<file path="src/rtl/u_ofmap_writer.sv">
// Output-feature-map writer: bias add, round/shift/saturate to int8, 4-byte packing, FIFO, SRAM write port.
// Define OFMAP_RELU_EN to clamp negative quantized bytes to zero (fused ReLU).
module u_ofmap_writer #(
  parameter int ADDR_W     = 10,
  parameter int FIFO_DEPTH = 4,
  parameter int CNT_W      = 16
) (
  input  logic               clk_cal,
  input  logic               rst_cal_n,
  input  logic               Start,
  input  logic [ADDR_W-1:0]  BaseAddr,
  input  logic [CNT_W-1:0]   OutCount,
  input  logic signed [15:0] Bias,
  input  logic [3:0]         Shift,
  input  logic signed [15:0] IOMap,
  input  logic               IOMapVld,
  input  logic               IWrReady,
  output logic               OWrEn,
  output logic [ADDR_W-1:0]  OWrAddr,
  output logic [31:0]        OWrData,
  output logic [3:0]         OWrStrb,
  output logic               OBusy,
  output logic               ODone,
  output logic               OOvf
);

  localparam int PTR_W = $clog2(FIFO_DEPTH);

  typedef enum logic [1:0] {IDLE, RUN, FLUSH, DONE} state_t;

  state_t              state, stateNext;
  logic [CNT_W-1:0]    outCount;
  logic signed [15:0]  bias;
  logic [3:0]          shift;
  logic [CNT_W-1:0]    accCnt;
  logic                acc;
  logic                vld_p0;
  logic                last_p0;
  logic signed [7:0]   qByte_p0;
  logic [1:0]          laneCnt;
  logic [31:0]         packBuf;
  logic [31:0]         packData;
  logic [3:0]          packStrb;
  logic                push;
  logic                pop;
  logic                full;
  logic                wrOk;
  logic                lastPushed;
  logic [PTR_W:0]      fifoCnt;
  logic [PTR_W-1:0]    wrPtr, rdPtr;
  logic [31:0]         memData [FIFO_DEPTH];
  logic [3:0]          memStrb [FIFO_DEPTH];

  // Bias add in 18 bits, add half an LSB of the shifted result, then arithmetic shift (round half up).
  function automatic logic signed [17:0] roundShift(input logic signed [15:0] x,
                                                     input logic signed [15:0] b,
                                                     input logic [3:0]         sh);
    logic signed [17:0] s;
    logic signed [17:0] rnd;
    s   = $signed({{2{x[15]}}, x}) + $signed({{2{b[15]}}, b});
    rnd = (sh == 4'd0) ? 18'sd0 : (18'sd1 <<< (sh - 4'd1));
    return (s + rnd) >>> sh;
  endfunction

  function automatic logic signed [7:0] sat8(input logic signed [17:0] r);
    logic signed [7:0] q;
    if (r > 18'sd127)       q = 8'sd127;
    else if (r < -18'sd128) q = -8'sd128;
    else                    q = r[7:0];
`ifdef OFMAP_RELU_EN
    if (q[7]) q = '0;
`endif
    return q;
  endfunction

  assign acc  = IOMapVld && (state == RUN) && (accCnt < outCount) && !Start;
  assign pop  = OWrEn && IWrReady;
  assign full = (fifoCnt == (PTR_W+1)'(FIFO_DEPTH));
  assign wrOk = push && (!full || pop);

  always_ff @(posedge clk_cal or negedge rst_cal_n) begin
    if (!rst_cal_n) begin
      outCount <= '0;
      bias     <= '0;
      shift    <= '0;
      accCnt   <= '0;
      vld_p0   <= 1'b0;
      last_p0  <= 1'b0;
    end else if (Start) begin
      outCount <= OutCount;
      bias     <= Bias;
      shift    <= Shift;
      accCnt   <= '0;
      vld_p0   <= 1'b0;
      last_p0  <= 1'b0;
    end else begin
      vld_p0  <= acc;
      last_p0 <= (accCnt + CNT_W'(1)) == outCount;
      if (acc) accCnt <= accCnt + CNT_W'(1);
    end
  end

  // Stage p0: quantized byte, one cycle after IOMapVld
  always_ff @(posedge clk_cal) begin
    if (acc) qByte_p0 <= sat8(roundShift(IOMap, bias, shift));
  end

  always_comb begin
    packData = packBuf;
    packData[{laneCnt, 3'b000} +: 8] = qByte_p0;
    packStrb = 4'h1;
    case (laneCnt)
      2'd0:    packStrb = 4'h1;
      2'd1:    packStrb = 4'h3;
      2'd2:    packStrb = 4'h7;
      default: packStrb = 4'hF;
    endcase
    // Lanes above the current one hold stale bytes from an earlier word.
    for (int i = 0; i < 4; i++) begin
      if (!packStrb[i]) packData[8*i +: 8] = 8'h00;
    end
    push = vld_p0 && ((laneCnt == 2'd3) || last_p0);
  end

  always_ff @(posedge clk_cal) begin
    if (vld_p0) packBuf <= packData;
    if (wrOk) begin
      memData[wrPtr] <= packData;
      memStrb[wrPtr] <= packStrb;
    end
  end

  always_ff @(posedge clk_cal or negedge rst_cal_n) begin
    if (!rst_cal_n) begin
      laneCnt    <= '0;
      fifoCnt    <= '0;
      wrPtr      <= '0;
      rdPtr      <= '0;
      OOvf       <= 1'b0;
      lastPushed <= 1'b0;
      OWrAddr    <= '0;
    end else if (Start) begin
      laneCnt    <= '0;
      fifoCnt    <= '0;
      wrPtr      <= '0;
      rdPtr      <= '0;
      OOvf       <= 1'b0;
      lastPushed <= 1'b0;
      OWrAddr    <= BaseAddr;
    end else begin
      if (vld_p0) laneCnt <= push ? 2'd0 : laneCnt + 2'd1;
      if (wrOk) wrPtr <= wrPtr + PTR_W'(1);
      if (pop) begin
        rdPtr   <= rdPtr + PTR_W'(1);
        OWrAddr <= OWrAddr + ADDR_W'(1);
      end
      case ({wrOk, pop})
        2'b10:   fifoCnt <= fifoCnt + (PTR_W+1)'(1);
        2'b01:   fifoCnt <= fifoCnt - (PTR_W+1)'(1);
        default: fifoCnt <= fifoCnt;
      endcase
      if (push && full && !pop) OOvf <= 1'b1;
      if (push && last_p0) lastPushed <= 1'b1;
    end
  end

  always_ff @(posedge clk_cal or negedge rst_cal_n) begin
    if (!rst_cal_n) state <= IDLE;
    else            state <= stateNext;
  end

  always_comb begin
    stateNext = state;
    case (state)
      RUN:     if (accCnt == outCount) stateNext = FLUSH;
      FLUSH:   if (lastPushed && (fifoCnt == '0)) stateNext = DONE;
      DONE:    stateNext = IDLE;
      default: stateNext = state;
    endcase
    if (Start) stateNext = RUN;
  end

  assign OWrEn   = (fifoCnt != '0);
  assign OWrData = OWrEn ? memData[rdPtr] : 32'h0;
  assign OWrStrb = OWrEn ? memStrb[rdPtr] : 4'h0;
  assign OBusy   = (state != IDLE);
  assign ODone   = (state == DONE);

endmodule

</file>
<file path="config.mk">
export PLATFORM = sky130hd
export DESIGN_NAME = u_ofmap_writer
export DESIGN_NICKNAME = d
export VERILOG_FILES = /design/src/rtl/u_ofmap_writer.sv
export SDC_FILE = /design/constraint.sdc
export NUM_CORES = 1
export LEC_CHECK = 0
export ABC_AREA = 1
export ABC_CLOCK_PERIOD_IN_PS = 4000
export CORE_MARGIN = 4
export CORE_UTILIZATION = 53
export CTS_BUF_LIST = sky130_fd_sc_hd__clkbuf_4 sky130_fd_sc_hd__clkbuf_8
export CTS_CLUSTER_SIZE = 28
export DETAILED_ROUTE_END_ITERATION = 7
export GPL_TIMING_DRIVEN = 0
export HOLD_SLACK_MARGIN = 0.08
export PLACE_DENSITY = 0.78
export SYNTH_ARGS = -nofsm -noshare
export SYNTH_HDL_FRONTEND = slang
export SYNTH_SLANG_ARGS = --single-unit
</file>
<file path="constraint.sdc">
create_clock -name clk_cal -period 4 [get_ports clk_cal]
set_clock_uncertainty 0.05 [all_clocks]
set_input_delay 0.4 -clock clk_cal [delete_from_list [all_inputs] [get_ports clk_cal]]
set_output_delay 0.4 -clock clk_cal [all_outputs]
set_load 0.01 [all_outputs]
</file>
==> summary.md, run 1 <==
| Metric | Value |
|---|---|
| Crit Path Class | `flip-flop to flip-flop` |
| Crit path to | `qByte_p0[2]` |
| Initial antenna violation count | `0` |
| Worst Hold Class | `input pin to async pin` |
| R2R Setup Slk | `50 ps` |
| Initial Util | `54.0%` |
| Core Util, Final | `67.4%` |
| Yosys top cell by area | `edfxtp_1` |
| Most common cell in the netlist | `nand2_1` |
| Num rows | `58` |
| Arrival time worst endpoint | `4200 ps` |
| Share of layout cells above drive strength 1 | `14.9%` |
| Syn Nets | `1629` |
| GR Overflow Total | `0` |
| Final period util | `98.7%` |
| Final wirelength | `35.0 mm` |
| First-pass GRT wire length | `53.5 mm` |
| Via count | `11400` |
| Peak supply drop | `0.299 mV` |
| Layout area overhead | `24.7%` |
| Yosys warns | `0` |
| Ports | `117` |
| Outcome | `complete, no violations` |
| Buffers on Ports | `116` |
| Cell count after synthesis | `1493` |
| Fin. max-slew vios | `0` |
| Tmin final | `3950 ps` |
| ANT nets after route | `0` |
| Number of enable flip-flop cells after synthesis | `180` |
| Worst Slack Setup Final | `52.0 ps` |
| CTS root buf | `clkbuf_8` |
| Tot GR Track Use | `23.3%` |
| Nature of the critical path endpoint | `flip-flop` |
| CTS tree | `built` |
| Final setup vio count | `0` |
| Fill cell total of the finished layout | `1858` |
| Die area | `28300 um2` |
| Clock-pin slew on the worst setup and hold paths | `60 ps` |
| Synth top area share | `39.7%` |
| R2r worst-path depth | `30` |
| Die X | `168 um` |
| Reg-to-Reg End | `qByte_p0[2]` |
| Cell Pwr Density | `509 nW/um2` |
| DR WL/cell | `17.2 um` |
| Worst path slowest cell | `fa_1` |
| Max Clk Rate | `253 MHz` |
| Largest net degree at the start of global routing | `64` |
| Final net count | `1814` |
| DR iter-0 viols | `992` |
| Slew @ Worst Pin | `916 ps` |
| Sequential cell area fraction in the yosys report | `53.9%` |
| Post-place setup slack | `-701 ps` |
| Leakage | `6.93 nW` |
| Hpwl dp | `24.1 mm` |
| CP peak stage delay | `510 ps` |
| Synthesized flop and latch total | `257` |
| CTS max path bufs | `3` |
| Avg Vias per Cell | `5.58` |
| Worst path most repeated cell | `nand2_2` |
| Critical path startpoint category | `flip-flop` |
| Worst Setup SP | `shift[2]` |
| Crit Reg-Reg Startpoint | `shift[2]` |
| Hold Fails Final Rpt | `0` |
| Fraction of synthesis flops using an asynchronous set or reset pin | `30.0%` |
| Crit path required time | `4250 ps` |
| Gpl congestion | `0.892` |
| Synth cell types | `49` |
| Max transition margin | `38.5%` |
| Worst-path maximum fanout | `10` |
| Sinks on Clock Net | `257` |
| Die H | `168 um` |
| Max_cap viols | `0` |
| Cts bufs inserted | `43` |
| Ant. Diodes | `0` |
| Largest cells by area after synthesis | `edfxtp_1, dfrtp_1, nand2_1` |
| H-tree levels | `2` |
| Area of the mapped netlist | `13600 um2` |
| Post-Syn Area per Cell | `9.11 um2` |
| Vias in the first global route | `10700` |
| Post-synth top flop | `edfxtp_1` |
| Core area | `25200 um2` |
| Post-synth top cells | `nand2_1, nor2_1, edfxtp_1, inv_1, o21ai_0` |
| DRT Pass-1 Iters | `5` |
| Worst skew pair latency | `550 ps` |
| DR DRC count | `0` |
==> worst min path at each step <==
stage          depth (start not counted)  startpoint      endpoint
4_1_cts                                2   rst_cal_n  outCount[11]
3_3_place_gp                           2    bias[10]      bias[10]
5_1_grt                                2   rst_cal_n  outCount[11]
2_1_floorplan                          0   rst_cal_n          OOvf
3_5_place_dp                           1   rst_cal_n   outCount[7]
6_report                               2   rst_cal_n    accCnt[10]
==> cell families (layout without fill, tap and decap cells) <==
group	Yosys count	in the layout	share of synthesized area (%)
AND/OR/NAND/NOR	664	664	20.2
flip-flops	257	257	53.9
adder cells (fa/ha/maj)	69	69	7.40
AO/OA/AOI/OAI	261	261	10.6
XOR/XNOR	29	29	1.87
multiplexers	1	1	0.0736
buffers and inverters	210	425	5.89
other	2	2	0.0552
==> sequential cells by signal, summed over array words and instances, names as in the netlist, 4 cells and up <==
signal,flops
memData,128
packBuf,32
accCnt,16
bias,16
outCount,16
memStrb,12
OWrAddr,10
qByte_p0,8
shift,4
==> power by group <==
part	internal [mW]	switching [mW]
logic	1.21	1.87
clock network	1.27	1.03
registers	3.13	0.137
==> repair_timing <==
item                                    in CTS  in global routing
hold endpoints to repair                    77                  0
resized for setup                           44                132
buffers inserted                             2                 17
hold buffers                                 1                  0
endpoints found under the setup margin       7                  7
pin swaps                                    5                 41
==> cell type report <==
type | instances | area (um2) | area share [%]
flip-flops and latches | 257 | 7330 | 43.2
multi-input cells | 1026 | 6060 | 35.7
repair buffers | 141 | 1430 | 8.45
clock buffers | 61 | 746 | 4.39
inverters | 155 | 592 | 3.49
well taps | 330 | 413 | 2.43
plain buffers | 54 | 290 | 1.71
clock inverters | 14 | 93.8 | 0.553
==> metrics by stage <==
stage                     std cells  hold WS, ps  TNS (ps)  total power [mW]  instance area (um2)
final                          2038          213         0              8.64                17000
after global routing           2038          232     -1250              9.10                17000
after CTS                      2021          191         0              8.41                16300
after detailed placement       1944          224     -4810              6.08                15300
after global placement         1939          440   -222210              6.01                15200
after floorplan                1493         54.4         0              4.92                13600
==> layout by cell type, fill, tap and decap left out, drive strengths merged, types with 2 or more instances in the layout <==
cell type	count
o22ai	14
xnor2	3
nand2	312
o221ai	3
nor2	232
a31oi	6
edfxtp	180
ha	50
or2	3
a2111oi	2
a21oi	71
and2	3
nor3	18
conb	2
inv	149
fa	19
a32oi	8
nand4	13
o21ai	135
clkinv	18
xor2	26
o21a	2
buf	45
o211ai	6
nand3	79
clkbuf	95
clkdlybuf4s50	115
nor4	2
dfrtp	77
a22oi	9
==> critical path, delay by kind of cell, from the launching register on <==
family,cells,cell delay (ps)
adders and majority gates,3,1060
buffers and inverters,6,610
DFF,1,380
and+or+nand+nor,21,1550
==> per-layer routing <==
metal / wire [um] / part of all wire [%] / GRT usage (%) / up-vias
li1: - / - / - / 5381
met1: 14400 / 41 / 31.0 / 5371
met2: 16900 / 48 / 38.5 / 514
met3: 2610 / 7.4 / 4.39 / 103
met4: 1150 / 3.3 / 8.01 / 0
met5: 0 / 0 / 0 / -
No activity file was read; power rests on OpenSTA's default activity.
==> run 2, diff against run 1 <==
Settings changed: CORE_MARGIN 4 to 2, GPL_TIMING_DRIVEN 0 to 1, MAX_ROUTING_LAYER from default to met4.
==> summary.md, run 2 (synthesis results as in run 1) <==
| Metric | Value |
|---|---|
| H-tree levels | `2` |
| Nature of the critical path endpoint | `flip-flop` |
| Cell Pwr Density | `511 nW/um2` |
| Tmin final | `3770 ps` |
| Final period util | `94.3%` |
| Ant. Diodes | `0` |
| Net Sw Frac | `34.6%` |
| DR WL/cell | `16.3 um` |
| Ports | `117` |
| Die H | `164 um` |
| Vias in the first global route | `10400` |
| CTS tree | `built` |
| DR DRC count | `0` |
| Arrival time worst endpoint | `4020 ps` |
| Leakage | `6.80 nW` |
| Max transition margin | `35.1%` |
| Largest net degree at the start of global routing | `72` |
| DR iter-0 viols | `836` |
| Met3 usage | `3.99%` |
| Worst Slack Setup Final | `230 ps` |
| Biggest registers after layout | `memData (128), packBuf (32)` |
| Cts bufs inserted | `42` |
| Share of layout cells above drive strength 1 | `12.9%` |
| Max Clk Rate | `265 MHz` |
| Max_cap viols | `0` |
| Die area | `27000 um2` |
| CP peak stage delay | `450 ps` |
| Worst path most repeated cell | `nand2_1` |
| Sw Pwr | `2.91 mW` |
| Sinks on Clock Net | `257` |
| Outcome | `complete, no violations` |
| P_int | `5.51 mW` |
| Commonest non-fill, non-tap cell in the layout | `nand2_1` |
| Hpwl dp | `21.7 mm` |
| Tot GR Track Use | `24.7%` |
| Post-place setup slack | `90.6 ps` |
| Initial Util | `54.0%` |
| Clock-pin slew on the worst setup and hold paths | `60 ps` |
| DRT Pass-1 Iters | `5` |
| Fin. max-slew vios | `0` |
| Avg Vias per Cell | `5.49` |
| Met2 Use GR | `41.0%` |
| Worst skew pair latency | `560 ps` |
| Final setup vio count | `0` |
| Max reg flops | `128` |
| Worst path slowest cell | `fa_1` |
| Buffers on Ports | `116` |
| Busiest grt layer | `met2` |
| Flop pwr share | `38.6%` |
| Hold Fails Final Rpt | `0` |
| GR Overflow Total | `0` |
| Largest Register | `memData` |
| Clock Power Share | `26.8%` |
| Core area | `25200 um2` |
| Most frequent cells in the layout | `nand2_1, nor2_1, edfxtp_1` |
| Via count | `11000` |
| Slew @ Worst Pin | `967 ps` |
| Crit-path cells | `clkinvlp_4, buf_6, nor4_2, buf_4, fa_1, ha_4, nand2_2, nor2_4, and2_1, nand2_1, nand2_1, nand2_1, nand2_2, nand2_2, nand3_1, nand2_1, nor2_1, nand4_1, nand2_1, nand2_1, nand2_2, nand2_1` |
| Peak supply drop | `0.329 mV` |
| Gpl congestion | `0.989` |
| M1 GR Usage | `31.5%` |
| Final net count | `1774` |
| Crit path required time | `4250 ps` |
| Design Area, Final | `16500 um2` |
| Crit Path Class | `flip-flop to flip-flop` |
| Die X | `164 um` |
| Initial antenna violation count | `0` |
| Critical path startpoint category | `flip-flop` |
| Logic pwr share | `34.6%` |
| Core Util, Final | `65.4%` |
| Area after DPL | `15200 um2` |
| First-pass GRT wire length | `51.4 mm` |
| Worst Hold Class | `input pin to flip-flop` |
| ANT nets after route | `0` |
| Final wirelength | `32.6 mm` |
| CTS max path bufs | `3` |
| Worst-path maximum fanout | `7` |
| Setup_tns | `0 ps` |
| Num rows | `58` |
| CTS root buf | `clkbuf_8` |
| Total power draw | `8.42 mW` |
| Layout area overhead | `21.2%` |
==> run 2: cell count changes in the layout (fill, tap and decap cells not counted), sizes merged <==
| cell | previous run | this run |
|---|---|---|
| clkinvlp | 1 | 3 |
| clkdlybuf4s50 | 115 | 114 |
| inv | 149 | 148 |
| buf | 45 | 41 |
| bufinv | 1 | 0 |
| clkbuf | 95 | 63 |
==> run 2: cell type report <==
cell class / instances / area (um2)
clock buffer: 63 / 761
clock inverter: 14 / 73.8
fill: 1961 / 8700
inverter: 155 / 589
multi-input combinational: 1026 / 5830
sequential: 257 / 7340
tap: 330 / 413
timing repair buffer: 156 / 1480
==> run 2: what timing repair did <==
action | CTS | global route
setup buffers | 0 | 10
setup endpoints to repair | 0 | 7
hold buffers | 1 | 0
resized for setup | 0 | 84
endpoints found under the hold margin | 49 | 0
==> run 2: worst max-delay path: cells and delay by family (launching register included) <==
kind	cells	cell delay, ps
AND/OR/NAND/NOR	17	1750
buffers and inverters	3	530
adder cells (fa/ha/maj)	2	770
flip-flops	1	400
==> run 2: per-layer routing <==
metal,routed length (um),vias up
li1,-,5297
met1,13800,5198
met2,15900,408
met3,2030,78
met4,842,0
met5,0,-
==> run 2: metrics by stage <==
| stage | hold slack (ps) | instances |
|---|---|---|
| after floorplan | 54.4 | 1493 |
| after global placement | 422 | 1913 |
| after detailed placement | 429 | 1913 |
| after CTS | 217 | 1991 |
| after global routing | 258 | 2001 |
| final | 232 | 2001 |
==> run 2: power groups by stage <==
stage	sequential [mW]	clock (mW)	combinational (mW)
after global placement	3.29	0	2.70
after global routing	3.26	2.42	3.22
after floorplan	3.29	0	1.63
after detailed placement	3.29	0	2.75
after CTS	3.24	2.31	2.77
final	3.25	2.26	2.91
==> run 2: worst paths after layout <==
path                             start      endpoint  slack [ps]  cells past startpoint
setup / recovery              shift[2]   qByte_p0[6]         230                     22
setup reg to reg              shift[2]   qByte_p0[6]         230                     22
min in group asynchronous    rst_cal_n   outCount[5]         370                      2
max in group asynchronous    rst_cal_n  outCount[13]        2700                      3
hold / removal                   Start   outCount[2]         230                      3
hold reg to reg            outCount[0]   outCount[0]         450                      2
